### config.mk
export PLATFORM = sky130hd
export DESIGN_NAME = s820_seq_harness
export DESIGN_NICKNAME = d
export VERILOG_FILES = /design/src/rtl/s820_seq_harness.sv
export SDC_FILE = /design/constraint.sdc
export NUM_CORES = 1
export LEC_CHECK = 0
export ABC_AREA = 1
export CAP_MARGIN = 5
export CORE_ASPECT_RATIO = 1.75
export CORE_UTILIZATION = 46
export CTS_BUF_LIST = sky130_fd_sc_hd__clkbuf_16
export DETAILED_ROUTE_END_ITERATION = 8
export GPL_TIMING_DRIVEN = 0
export HOLD_SLACK_MARGIN = 0.1
export PLACE_DENSITY = 0.84
export SYNTH_ARGS = -nofsm -noshare
export SYNTH_HDL_FRONTEND = slang
export SYNTH_SLANG_ARGS = --single-unit
export TNS_END_PERCENT = 30
### constraint.sdc
create_clock -name CK -period 1.8 [get_ports CK]
set_input_delay 0.18 -clock CK [delete_from_list [all_inputs] [get_ports CK]]
set_output_delay 0.18 -clock CK [all_outputs]
set_load 0.005 [all_outputs]
### src/rtl/s820_seq_harness.sv
// Sequential harness around the s820 combinational core: present-state register, vector/result handshakes.
// Optional scan chain on the state register when S820_SCAN_EN is defined.
module s820_seq_harness #(
  parameter int unsigned SETTLE_CYCLES = 1,
  parameter logic [4:0]  RESET_STATE   = 5'h00,
  parameter int unsigned CNT_W         = 16
) (
  input  logic              CK,
  input  logic              RST,
  input  logic              vec_valid,
  output logic              vec_ready,
  input  logic [17:0]       vec_pi,
  output logic [17:0]       pi_q,
  output logic [4:0]        st_q,
  input  logic [4:0]        ns_d,
  input  logic [18:0]       po_d,
  output logic              res_valid,
  input  logic              res_ready,
  output logic [18:0]       res_po,
  output logic [4:0]        res_state,
  output logic [CNT_W-1:0]  txn_cnt
`ifdef S820_SCAN_EN
  ,
  input  logic              scan_en,
  input  logic              scan_in,
  output logic              scan_out
`endif
);

  localparam int unsigned PI_W  = 18;
  localparam int unsigned ST_W  = 5;
  localparam int unsigned PO_W  = 19;
  localparam int unsigned SET_W = 4;

  typedef enum logic [1:0] {IDLE, APPLY, CAPTURE, RESP} fsm_e;

  fsm_e             fsm_q, fsm_d;
  logic [SET_W-1:0] set_q, set_d;
  logic [PI_W-1:0]  pi_d;
  logic [ST_W-1:0]  st_d;
  logic [PO_W-1:0]  res_po_q, res_po_d;
  logic [ST_W-1:0]  res_state_q, res_state_d;
  logic [CNT_W-1:0] cnt_q, cnt_d;
  logic             vec_ready_q, vec_ready_d;
  logic             res_valid_q, res_valid_d;
  logic             scan_en_c;

`ifdef S820_SCAN_EN
  assign scan_en_c = scan_en;
  assign scan_out  = st_q[0];
`else
  assign scan_en_c = 1'b0;
`endif

  // Next-state and next-output computation
  always_comb begin
    fsm_d       = fsm_q;
    set_d       = set_q;
    pi_d        = pi_q;
    st_d        = st_q;
    res_po_d    = res_po_q;
    res_state_d = res_state_q;
    cnt_d       = cnt_q;
    case (fsm_q)
      IDLE: begin
        if (scan_en_c) begin
`ifdef S820_SCAN_EN
          st_d = {scan_in, st_q[ST_W-1:1]};
`endif
        end else if (vec_valid && vec_ready_q) begin
          pi_d  = vec_pi;
          set_d = '0;
          fsm_d = APPLY;
        end
      end
      APPLY: begin
        if (set_q == SET_W'(SETTLE_CYCLES - 1)) begin
          set_d = '0;
          fsm_d = CAPTURE;
        end else begin
          set_d = set_q + SET_W'(1);
        end
      end
      CAPTURE: begin
        st_d        = ns_d;
        res_state_d = ns_d;
        res_po_d    = po_d;
        cnt_d       = cnt_q + CNT_W'(1);
        fsm_d       = RESP;
      end
      RESP: begin
        if (res_ready) fsm_d = IDLE;
      end
      default: fsm_d = IDLE;
    endcase
    // Handshake flags follow the state being entered so they are valid from the first cycle there
    vec_ready_d = (fsm_d == IDLE) && !scan_en_c;
    res_valid_d = (fsm_d == RESP);
  end

  always_ff @(posedge CK) begin
    if (RST) begin
      fsm_q       <= IDLE;
      set_q       <= '0;
      pi_q        <= '0;
      st_q        <= RESET_STATE;
      res_po_q    <= '0;
      res_state_q <= RESET_STATE;
      cnt_q       <= '0;
      vec_ready_q <= 1'b0;
      res_valid_q <= 1'b0;
    end else begin
      fsm_q       <= fsm_d;
      set_q       <= set_d;
      pi_q        <= pi_d;
      st_q        <= st_d;
      res_po_q    <= res_po_d;
      res_state_q <= res_state_d;
      cnt_q       <= cnt_d;
      vec_ready_q <= vec_ready_d;
      res_valid_q <= res_valid_d;
    end
  end

  assign vec_ready = vec_ready_q;
  assign res_valid = res_valid_q;
  assign res_po    = res_po_q;
  assign res_state = res_state_q;
  assign txn_cnt   = cnt_q;

endmodule

-- Yosys cells after proc, flatten, opt, wreduce, memory -nomap -nowiden
Cells that the tools add are included.
- register bits after elaboration: 66
- input port bits: 46
- output and inout port bits: 65
- logic and storage cells: 29
- add/subtract/negate cells: 2
- eq/ne operators: 5
- muxes and demuxes: 7
- reductions and logical operators: 7
- operators by type and width (kind ; count):
    adder 16 x 1 -> 16 bit (second input constant) ; 1
    2-to-1 mux 4 bit ; 2
    case mux 2 bit (4 select lines) ; 1
    case mux 4 bit (2 select lines) ; 1
    equality test 2 bit (second input constant) ; 3
    2-to-1 mux 2 bit ; 3
    adder 4 x 1 -> 4 bit (second input constant) ; 1
    zero test 2 bit ; 2
    zero test 4 bit ; 1
    AND reduction 2 bit ; 2
    equality test 2 x 1 -> 1 bit (second input constant) ; 1
    inequality test 2 bit (second input constant) ; 1
    nonzero test 2 bit ; 1
    logical AND 1 bit ; 1

-- Depth between registers and ports, before layout
Gate-level depths: netlist of the first run.
- depth after elaboration: 4
- depth in mapped cells: 9
- gate-level depth less buffers: 8

-- Least setup slack after synthesis of the first run
No wires, ideal clock.
- kind: reg-to-reg
- start point: reg cnt_q[0] (netlist: txn_cnt[0])
- end point: reg cnt_q[14] (netlist: txn_cnt[14])
- library setup time: 113 ps
- arrival time: 1055 ps
- required time: 1687 ps
- path slack: 632 ps
- cell stages (with the launch flop): 9
- buffers on the path: 0
- clock period less this slack: 1168 ps
- cell sequence: dfxtp_1 -> ha_1 -> inv_1 -> nor2_4 -> nand3_2 -> nor2_2 -> nand2_1 -> nand2_1 -> nor2_1
- cells in the longest elaborated chain, start to end: 1
- RTL lines (what ; line ; text):
    start: declaration ; 43 ; logic [CNT_W-1:0] cnt_q, cnt_d;
    start signal: assignment ; 119 ; cnt_q <= cnt_d;
    adder 16 x 1 -> 16 bit ; 88 ; cnt_d = cnt_q + CNT_W'(1);
Every way passes these cells.
A chain may end at the register's enable or synchronous reset.

-- Worst setup path after layout of the first run
- start point: reg cnt_q[3] (netlist: txn_cnt[3])
- end point: out txn_cnt[3]
- RTL lines (what ; line ; text):
    end: declaration ; 21 ; output logic [CNT_W-1:0] txn_cnt
No word-level cell between the ends.

==> metrics.md, run 1 <==
| Metric | Value |
|---|---|
| Run status | complete, no violations |
| Antenna diode count | 0 |
| Seq cells post-synth | 66 |
| Endpoint kind of the worst setup timing path | primary output |
| Kind of cell adding the most delay to the critical path | buffers and inverters |
| Achievable clock frequency | 674 MHz |
| Final worst setup slack | 316 ps |
| Kind of critical path | flop to primary output |
| Worst Tran Pin Value | 524 ps |
| Number of synthesized flops with an enable pin | 0 |
| Hold-fix buffer count after cts | 0 |
| Top_reg_cell synth | dfxtp_1 |
| Async SR Flop Fraction | 0% |
| Routed length on met3 | 509 um |
| Area of combinational cells with multiple inputs | 1150 um^2 |
| Detail-routed net length per standard cell | 12.3 um |
| Min-Delay Path Class | input port to flop |
| Total wire length | 6890 um |
| Worst path arrival time | 1300 ps |
| Storage cell area | 1320 um^2 |
| Area Overhead vs Synth | 55.5% |
| Data required time of the critical path | 1620 ps |
| Final TNS setup | 0 ps |
| Core Area | 5590 um^2 |
| Clock-pin slew of the registers on the worst-case setup and hold paths | 50 ps |
| Detailed-route DRC error count | 0 |
| Num CTS Buffers | 9 |
| Yosys synthesis warning count | 0 |
| Wire length of the first global-routing pass | 11,000 um |
| Highest routed metal layer | met4 |
| Worst setup slack after placement | 162 ps |
| Number of nets in the finished design | 527 |
| Mean cell area of the mapped netlist | 7.45 um^2 |
| Seq/Total Area, Yosys | 49.7% |
| Final cycle utilization of the critical path | 82.4% |
| Cells along the critical path | clkdlybuf4s50_1 |
| Cell at the slowest stage of the critical path | clkdlybuf4s50_1 |
| Clock latency on the worst-skew pair | 330 ps |
| Total number of vias | 2,717 |
| Post-layout min period | 1480 ps |
| Pwr/cell area | 996 nW/um^2 |
| Max-slew violation count | 0 |
| Commonest cells after routing, fill and taps aside | nor2_1 (121), clkdlybuf4s50_1 (110), dfxtp_1 (66) |
| Resize count post-CTS | 0 |
| Cells after synthesis | 357 |
| RSZ-0062 raised after global routing | false |
| Placed Instance Area | 3850 um^2 |
| Hpwl dp | 4890 um |
| Clk sinks | 66 |
| Critical Path Source Type | flop |
| Post-CTS setup buffer count | 0 |
| Routability-driven placement congestion ratio | 0.858 |
| Number of H-tree levels | 3 |
| Number of hold violations in the final report | 0 |
| Peak VDD IR | 0.747 mV |
| Clock tree from TritonCTS | yes |
| Most common cell after layout, fill and taps aside | nor2_1 |
| Maximum buffer depth of the clock tree | 2 |
| Maximum number of pins on one net before global-route repair | 11 |
| Floorplan die width | 59.5 um |
| Largest fanout on the critical path | 6 |
| Effective utilization at floorplan | 47.6% |
| Overall Global Routing Usage | 24.5% |
| Power, Total | 4120 uW |
| Vias per Instance | 4.86 |
| Number of global-route vias before repair | 2,453 |
| Final setup violating endpoints | 0 |
| Area of the die | 6100 um^2 |
| Worst clock skew | 4.79 ps |
| Worst-case headroom to the max-slew limit | 65.1% |
| Residual overflow from global routing | 0 |
| Buffer type at the clock tree root | clkbuf_16 |
| Static leakage power | 0.00159 uW |
| Fraction of layout instances using a drive strength above 1 | 7.66% |
| Wire length on met2 | 3650 um |
| CP peak stage delay | 540 ps |
| First-iteration detailed-routing DRC count | 152 |
| Site row count | 36 |
| Y dimension of the die | 103 um |
| Port bufs | 110 |
| Ports placed on the boundary | 111 |
| Number of distinct standard cells referenced by the synthesized netlist | 28 |
| Post-synth net total | 406 |
| Filler Cells Inserted | 453 |
| Number of max-capacitance violations reported | 0 |
| Antenna violations before repair | 0 |
| Routed length on met1 | 2540 um |
| First drt pass iteration count | 4 |
| Number of buffers and inverters on the critical path | 1 |
| Count of antenna-violating nets left after detailed routing | 0 |
| Cell area after layout | 4130 um^2 |
| Cell area after synthesis | 2660 um^2 |
final timing paths:
check / startpoint / endpoint / slack [ps] / cells past startpoint
min: vec_pi[9] / pi_q[9] / 470 / 3
min reg2reg: res_po[13] / res_po[13] / 480 / 2
max: txn_cnt[3] / txn_cnt[3] / 320 / 1
max reg2reg: txn_cnt[0] / txn_cnt[14] / 480 / 8
cell usage after synthesis (3+ instances only):
library cell    n  share of area (%)
nor2_2          4               0.94
nor2_1        121                 17
inv_2           3               0.42
inv_1          15                2.1
nand2_1        37                5.2
a21oi_1         9                1.7
nand3_1         9                1.7
xor2_1          3               0.99
clkbuf_1        8                1.1
o21ai_0        48                9.0
buf_4           8                2.3
nand4_1         5                1.2
ha_1            3                1.4
buf_2           3               0.56
nand2_2         3               0.71
dfxtp_1        66                 50
through the flow:
stage                     hold WS, ps  utilization (%)  cells
after floorplan                   343                -    357
after global placement            461             69.0    543
after detailed placement          472             69.0    543
after CTS                         462             74.0    559
after global routing              494             74.0    559
final                             470             74.0    559
per-layer routing:
metal	GRT usage, %	vias to the layer above
met1	24.7	1214
li1	-	1373
met2	41.7	113
met3	10.2	17
met5	0	-
met4	13.6	0
where the power goes:
part / total (uW) / internal [uW] / switching (uW) / leakage, uW
logic: 791 / 465 / 326 / 0.000901
registers: 1680 / 1600 / 81.6 / 0.000537
clock network: 1640 / 1040 / 599 / 0.000148
area by class of cell:
| class | instances | share of cell area (%) |
|---|---|---|
| Sequential cell | 66 | 32.0 |
| Tap cell | 76 | 2.30 |
| Inverter | 19 | 1.73 |
| Multi-Input combinational cell | 252 | 27.8 |
| Timing Repair Buffer | 110 | 26.6 |
| Clock inverter | 7 | 1.30 |
| Clock buffer | 9 | 5.45 |
| Buffer | 20 | 2.81 |
worst reg2reg max path, cell delays in order (launching register included):
cell and delay (ps):
dfxtp_1 410, ha_1 200, inv_1 80, nor2_4 150, nand3_2 110, nor2_2 110, nand2_1 60, nand2_1 50
nor2_1 40
cell families (layout without fill, tap and decap cells):
group / count (synthesis) / after routing / share of synthesized area, %
simple gates: 186 / 186 / 29.4
buf+inv: 39 / 165 / 7.06
xor+xnor: 3 / 3 / 0.988
fa+ha+maj: 3 / 3 / 1.41
compound gates: 60 / 60 / 11.4
flops: 66 / 66 / 49.7
flip-flops by register name, summed over array words and instances (netlist names):
register   count
fsm_q          2
pi_q          18
res_po        19
res_state      5
res_valid      1
set_q          4
txn_cnt       16
vec_ready      1
No activity file was read; power rests on OpenSTA's default activity.
==> run 2, diff against run 1 <==
CORE_UTILIZATION = 42   (was 46)
PLACE_DENSITY = 0.78   (was 0.84)
clock period = 1.5 ns   (was 1.8 ns; I/O delays follow)
==> metrics.md, run 2 (synthesis results as in run 1) <==
| Metric | Value |
|---|---|
| Hold-fix buffer count after cts | 0 (unchanged) |
| Area Overhead vs Synth | 54.4% |
| Static leakage power | 0.00157 uW (-0.90%) |
| Number of max-capacitance violations reported | 0 (unchanged) |
| Total wire length | 6820 um (-0.94%) |
| Pwr/cell area | 1150 nW/um^2 (+15%) |
| Worst setup slack after placement | -101 ps (-263 ps) |
| Hpwl dp | 5040 um (+3.1%) |
| Max-slew violation count | 0 (unchanged) |
| Area of the die | 6670 um^2 (+9.3%) |
| Post-layout min period | 1450 ps |
| Most common cell after layout, fill and taps aside | nor2_1 |
| Port bufs | 110 (unchanged) |
| Final worst setup slack | 51.5 ps (-265 ps) |
| Residual overflow from global routing | 0 (unchanged) |
| Power, Total | 4710 uW (+14%) |
| Depth of the worst hold-timing path | 3 (unchanged) |
| Reg2reg start | txn_cnt[2] |
| Layout Utilization | 66.9% (-7.1 points) |
| Antenna diode count | 0 (unchanged) |
| Kind of critical path | flop to primary output |
| Floorplan die width | 62.1 um (+4.5%) |
| Commonest cells after routing, fill and taps aside | nor2_1 (121), clkdlybuf4s50_1 (110), dfxtp_1 (66) |
| Count of antenna-violating nets left after detailed routing | 0 (unchanged) |
| Number of global-route vias before repair | 2,500 (+1.9%) |
| Number of H-tree levels | 3 (unchanged) |
| Number of flip-flops under the largest register name | 19 (unchanged) |
| Number of nets in the finished design | 527 (unchanged) |
| Critical Path Source Type | flop |
| Ports placed on the boundary | 111 (unchanged) |
| Final Instance Count excl. Fillers | 561 (+0.36%) |
| Final cycle utilization of the critical path | 96.6% |
| Worst clock skew | 6.32 ps (+1.52 ps) |
| Post-CTS setup buffer count | 0 (unchanged) |
| Endpoint kind of the worst setup timing path | primary output |
| Data required time of the critical path | 1350 ps (-270 ps) |
| Placed Instance Area | 3860 um^2 (+0.13%) |
| Vias per Instance | 4.78 (-1.6%) |
| Detail-routed net length per standard cell | 12.2 um (-1.3%) |
| Maximum buffer depth of the clock tree | 2 (unchanged) |
| Y dimension of the die | 107 um (+4.6%) |
| Effective utilization at floorplan | 43.3% (-4.3 points) |
| Buffer type at the clock tree root | clkbuf_16 |
| Min-Delay Path Class | input port to flop |
| Num CTS Buffers | 9 (unchanged) |
| Hold endpoint | pi_q[9] |
| Site row count | 38 (+5.6%) |
| First-iteration detailed-routing DRC count | 148 (-2.6%) |
| Worst-case headroom to the max-slew limit | 67.5% (+2.4 points) |
| Worst path arrival time | 1300 ps (about the same) |
| Run status | complete, no violations |
| Total number of vias | 2,684 (-1.2%) |
| Clock-pin slew of the registers on the worst-case setup and hold paths | 50 ps (about the same) |
| Logic depth of the worst register-to-register path | 5 (-3) |
| Routability-driven placement congestion ratio | 0.827 (-3.6%) |
| Core Area | 6130 um^2 (+9.8%) |
| Register-to-register setup slack | 130 ps (-350 ps) |
| Detailed-route DRC error count | 0 (unchanged) |
| Worst min-delay path startpoint | vec_pi[9] |
| Crit Reg-Reg Endpoint | txn_cnt[13] |
| Overall Global Routing Usage | 21.4% (-3.1 points) |
| Number of hold violations in the final report | 0 (unchanged) |
| Antenna violations before repair | 0 (unchanged) |
| Number of placed instances, taps included | 547 (+0.74%) |
| Clock latency on the worst-skew pair | 330 ps (about the same) |
| Resize count post-CTS | 0 (unchanged) |
| Fraction of layout instances using a drive strength above 1 | 7.28% (-0.38 points) |
| Final setup violating endpoints | 0 (unchanged) |
| Peak VDD IR | 0.809 mV (+8.3%) |
| RSZ-0062 raised after global routing | false |
| Cell area after layout | 4100 um^2 (-0.73%) |
| Clock tree from TritonCTS | yes |
| Wire length of the first global-routing pass | 11,100 um (+1.0%) |
| First drt pass iteration count | 4 (unchanged) |
| Clk sinks | 66 (unchanged) |
| Maximum number of pins on one net before global-route repair | 11 (unchanged) |
| Achievable clock frequency | 690 MHz |
| Largest fanout on the critical path | 3 (-3) |
| Worst Tran Pin Value | 488 ps (-35.4 ps) |
run 2: cell types whose count changed in the layout (fill, tap and decap cells not counted), sizes merged:
cell    change
clkinv      -2
bufinv      -1
inv         +1
run 2: per-stage QoR:
stage	TNS (ps)	hold WS, ps
floorplan	0	313
CTS	0	437
global route	0	448
global placement	-2100	460
finish	0	449
detailed placement	-2620	472
run 2: worst max path at each step:
stage | from | end | depth (start not counted)
final | res_state[0] | st_q[0] | 2
after detailed placement | RST | res_po[6] | 5
after floorplan | txn_cnt[0] | txn_cnt[14] | 8
after global placement | RST | res_po[5] | 5
after CTS | res_state[0] | st_q[0] | 2
after global routing | txn_cnt[2] | txn_cnt[2] | 1
run 2: layout make-up:
class,count,area (um^2)
fill,514,2030
sequential,66,1320
multi-input combinational,252,1150
timing repair buffer,110,1100
clock buffer,9,225
buffer,20,116
tap,80,100
inverter,19,71.3
clock inverter,5,18.8
run 2: per-layer routing:
layer	vias to the layer above	wire, um	part of all wire [%]	global-route usage, %
met1	1195	2520	37	20.7
met4	0	100	1.5	10.8
met3	8	524	7.7	10.5
met5	-	0	0	0
met2	102	3680	54	37.4
li1	1379	-	-	-
run 2: where the power goes:
group | switching, uW | leakage, uW | internal, uW
Sequential | 95.1 | 0.000537 | 1920
Clock | 678 | 0.000134 | 1070
Combinational | 392 | 0.000901 | 558
run 2: critical path, cell delays in order, from the launching register on:
cell and delay, ps:
dfxtp_1 360, buf_4 120, clkdlybuf4s50_1 500
==> run 3, diff against run 2 <==
PLACE_DENSITY = 0.79   (was 0.78)
==> metrics.md, run 3 (synthesis results as in run 1) <==
| Metric | Value |
|---|---|
| Run status | complete, no violations |
| Pwr/cell area | 1300 nW/um^2 (+13%) |
| Met1 GRT Util | 21.0% (+0.29 points) |
| Total number of vias | 2,742 (+2.2%) |
| Effective utilization at floorplan | 43.3% (unchanged) |
| Ports placed on the boundary | 111 (unchanged) |
| Wire length of the first global-routing pass | 11,500 um (+4.0%) |
| Max-slew violation count | 0 (unchanged) |
| First drt pass iteration count | 4 (unchanged) |
| Hold-fix buffer count after cts | 0 (unchanged) |
| Number of nets in the finished design | 527 (unchanged) |
| Achievable clock frequency | 689 MHz (-0.16%) |
| Kind of critical path | flop to primary output |
| Core Area | 6130 um^2 (unchanged) |
| Antenna violations before repair | 0 (unchanged) |
| Y dimension of the die | 107 um (unchanged) |
| Peak VDD IR | 0.877 mV (+8.4%) |
| Final cycle utilization of the critical path | 96.7% (+0.16 points) |
| Final hold slack | 446 ps (-3.07 ps) |
| Depth of the worst hold-timing path | 3 (unchanged) |
| Crit Reg-Reg Endpoint | txn_cnt[13] |
| Commonest cells after routing, fill and taps aside | nor2_1 (121), clkdlybuf4s50_1 (110), dfxtp_1 (66) |
| Clk sinks | 66 (unchanged) |
| Largest fanout on the critical path | 7 (+4) |
| Number of global-route vias before repair | 2,633 (+5.3%) |
| Residual overflow from global routing | 0 (unchanged) |
| Clock latency on the worst-skew pair | 330 ps (about the same) |
| Maximum number of pins on one net before global-route repair | 12 (+1) |
| Reg2reg start | txn_cnt[2] |
| Power, Total | 5500 uW (+17%) |
| Fraction of layout instances using a drive strength above 1 | 8.49% (+1.2 points) |
| Detailed-route DRC error count | 0 (unchanged) |
| Area Overhead vs Synth | 58.8% |
| Most common cell after layout, fill and taps aside | nor2_1 |
| RSZ-0062 raised after global routing | false |
| Buffer type at the clock tree root | clkbuf_16 |
| Clock tree from TritonCTS | yes |
| Number of buffers and inverters on the critical path | 1 (-1) |
| Routability-driven placement congestion ratio | 0.850 (+2.8%) |
| CP peak stage delay | 540 ps (+40 ps) |
| Number of hold violations in the final report | 0 (unchanged) |
| Detail-routed net length per standard cell | 12.6 um (+3.9%) |
| Cell at the slowest stage of the critical path | clkdlybuf4s50_1 |
| Static leakage power | 0.00162 uW (+3.0%) |
| Hold endpoint | res_po[18] |
| Post-layout min period | 1450 ps (+2.36 ps) |
| Overall Global Routing Usage | 22.1% (+0.71 points) |
| Clock-pin slew of the registers on the worst-case setup and hold paths | 60 ps (about the same) |
| Worst min-delay path startpoint | po_d[18] |
| Endpoint kind of the worst setup timing path | primary output |
| Site row count | 38 (unchanged) |
| Area of the die | 6670 um^2 (unchanged) |
| Hpwl dp | 5180 um (+2.8%) |
| Min-Delay Path Class | input port to flop |
| Data required time of the critical path | 1350 ps (about the same) |
| Num CTS Buffers | 9 (unchanged) |
| Cells along the critical path | clkdlybuf4s50_1 |
| Kind of cell adding the most delay to the critical path | buffers and inverters |
| Number of flip-flops under the largest register name | 19 (unchanged) |
| Vias per Instance | 4.87 (+1.8%) |
| Final setup violating endpoints | 0 (unchanged) |
| Critical Path Source Type | flop |
| Number of H-tree levels | 3 (unchanged) |
| GR Util met3 | 6.78% (-3.7 points) |
| Most heavily used metal layer in global routing | met2 |
| Met2 track demand over resource in global routing | 41.1% (+3.7 points) |
| Antenna diode count | 0 (unchanged) |
| Worst clock skew | 5.94 ps (-0.381 ps) |
| Worst path arrival time | 1300 ps (about the same) |
| Register-to-register setup slack | 140 ps (about the same) |
| Maximum buffer depth of the clock tree | 2 (unchanged) |
| Filler Cells Inserted | 504 (-1.9%) |
| Count of antenna-violating nets left after detailed routing | 0 (unchanged) |
| Worst-case headroom to the max-slew limit | 66.5% (-0.95 points) |
| Worst Tran Pin Value | 502 ps (+14.3 ps) |
| Number of max-capacitance violations reported | 0 (unchanged) |
| First-iteration detailed-routing DRC count | 199 (+34%) |
| Port bufs | 110 (unchanged) |
| Total wire length | 7110 um (+4.2%) |
| Logic depth of the worst register-to-register path | 5 (unchanged) |
| Floorplan die width | 62.1 um (unchanged) |
run 3: how the worst max path moves through the flow:
stage / startpoint / to / slack (ps) / depth (start not counted)
after global placement: RST / res_po[1] / -100 / 5
after detailed placement: RST / res_po[4] / -160 / 5
final: txn_cnt[2] / txn_cnt[2] / 50 / 1
after global routing: txn_cnt[3] / txn_cnt[3] / 6 / 1
after floorplan: txn_cnt[0] / txn_cnt[14] / 330 / 8
after CTS: txn_cnt[2] / txn_cnt[2] / 50 / 1
run 3: what timing repair did:
action                     CTS  global route
buffers inserted             0             0
setup endpoints to repair    0             2
resized for setup            0             1
run 3: worst min-delay path, delay by kind of cell:
| family | cells | cell delay, ps |
|---|---|---|
| buf+inv | 1 | 390 |
| simple gates | 1 | 40 |
| compound gates | 1 | 150 |
run 3: final cells by class:
cell class | instances | area, um^2 | share of cell area (%)
clock inverter | 7 | 133 | 3.14
tap | 80 | 100 | 2.37
buffer | 20 | 116 | 2.76
multi-input combinational | 252 | 1150 | 27.3
timing repair buffer | 110 | 1100 | 26.1
sequential | 66 | 1320 | 31.3
clock buffer | 9 | 225 | 5.33
inverter | 19 | 71.3 | 1.69
run 3: layer usage:
metal / up-vias / wire length [um]
met5: - / 0
met4: 0 / 212
met1: 1247 / 2570
li1: 1375 / -
met3: 19 / 465
met2: 101 / 3870
run 3: power breakdown:
group / total, uW / internal [uW] / leakage [uW] / switching (uW)
clock network: 2520 / 1780 / 0.000178 / 744
logic: 957 / 558 / 0.000903 / 398
registers: 2020 / 1920 / 0.000537 / 96.8
run 3: per-stage QoR:
| stage | utilization (%) | cells | TNS [ps] | worst slack, ps | cell area, um^2 |
|---|---|---|---|---|---|
| after floorplan | - | 357 | 0 | 332 | 2660 |
| after global placement | 62.9 | 547 | -2610 | -96.3 | 3860 |
| after detailed placement | 62.9 | 547 | -3930 | -157 | 3860 |
| after CTS | 68.8 | 563 | 0 | 46.5 | 4220 |
| after global routing | 68.8 | 563 | 0 | 6.05 | 4220 |
| final | 68.8 | 563 | 0 | 49.2 | 4220 |
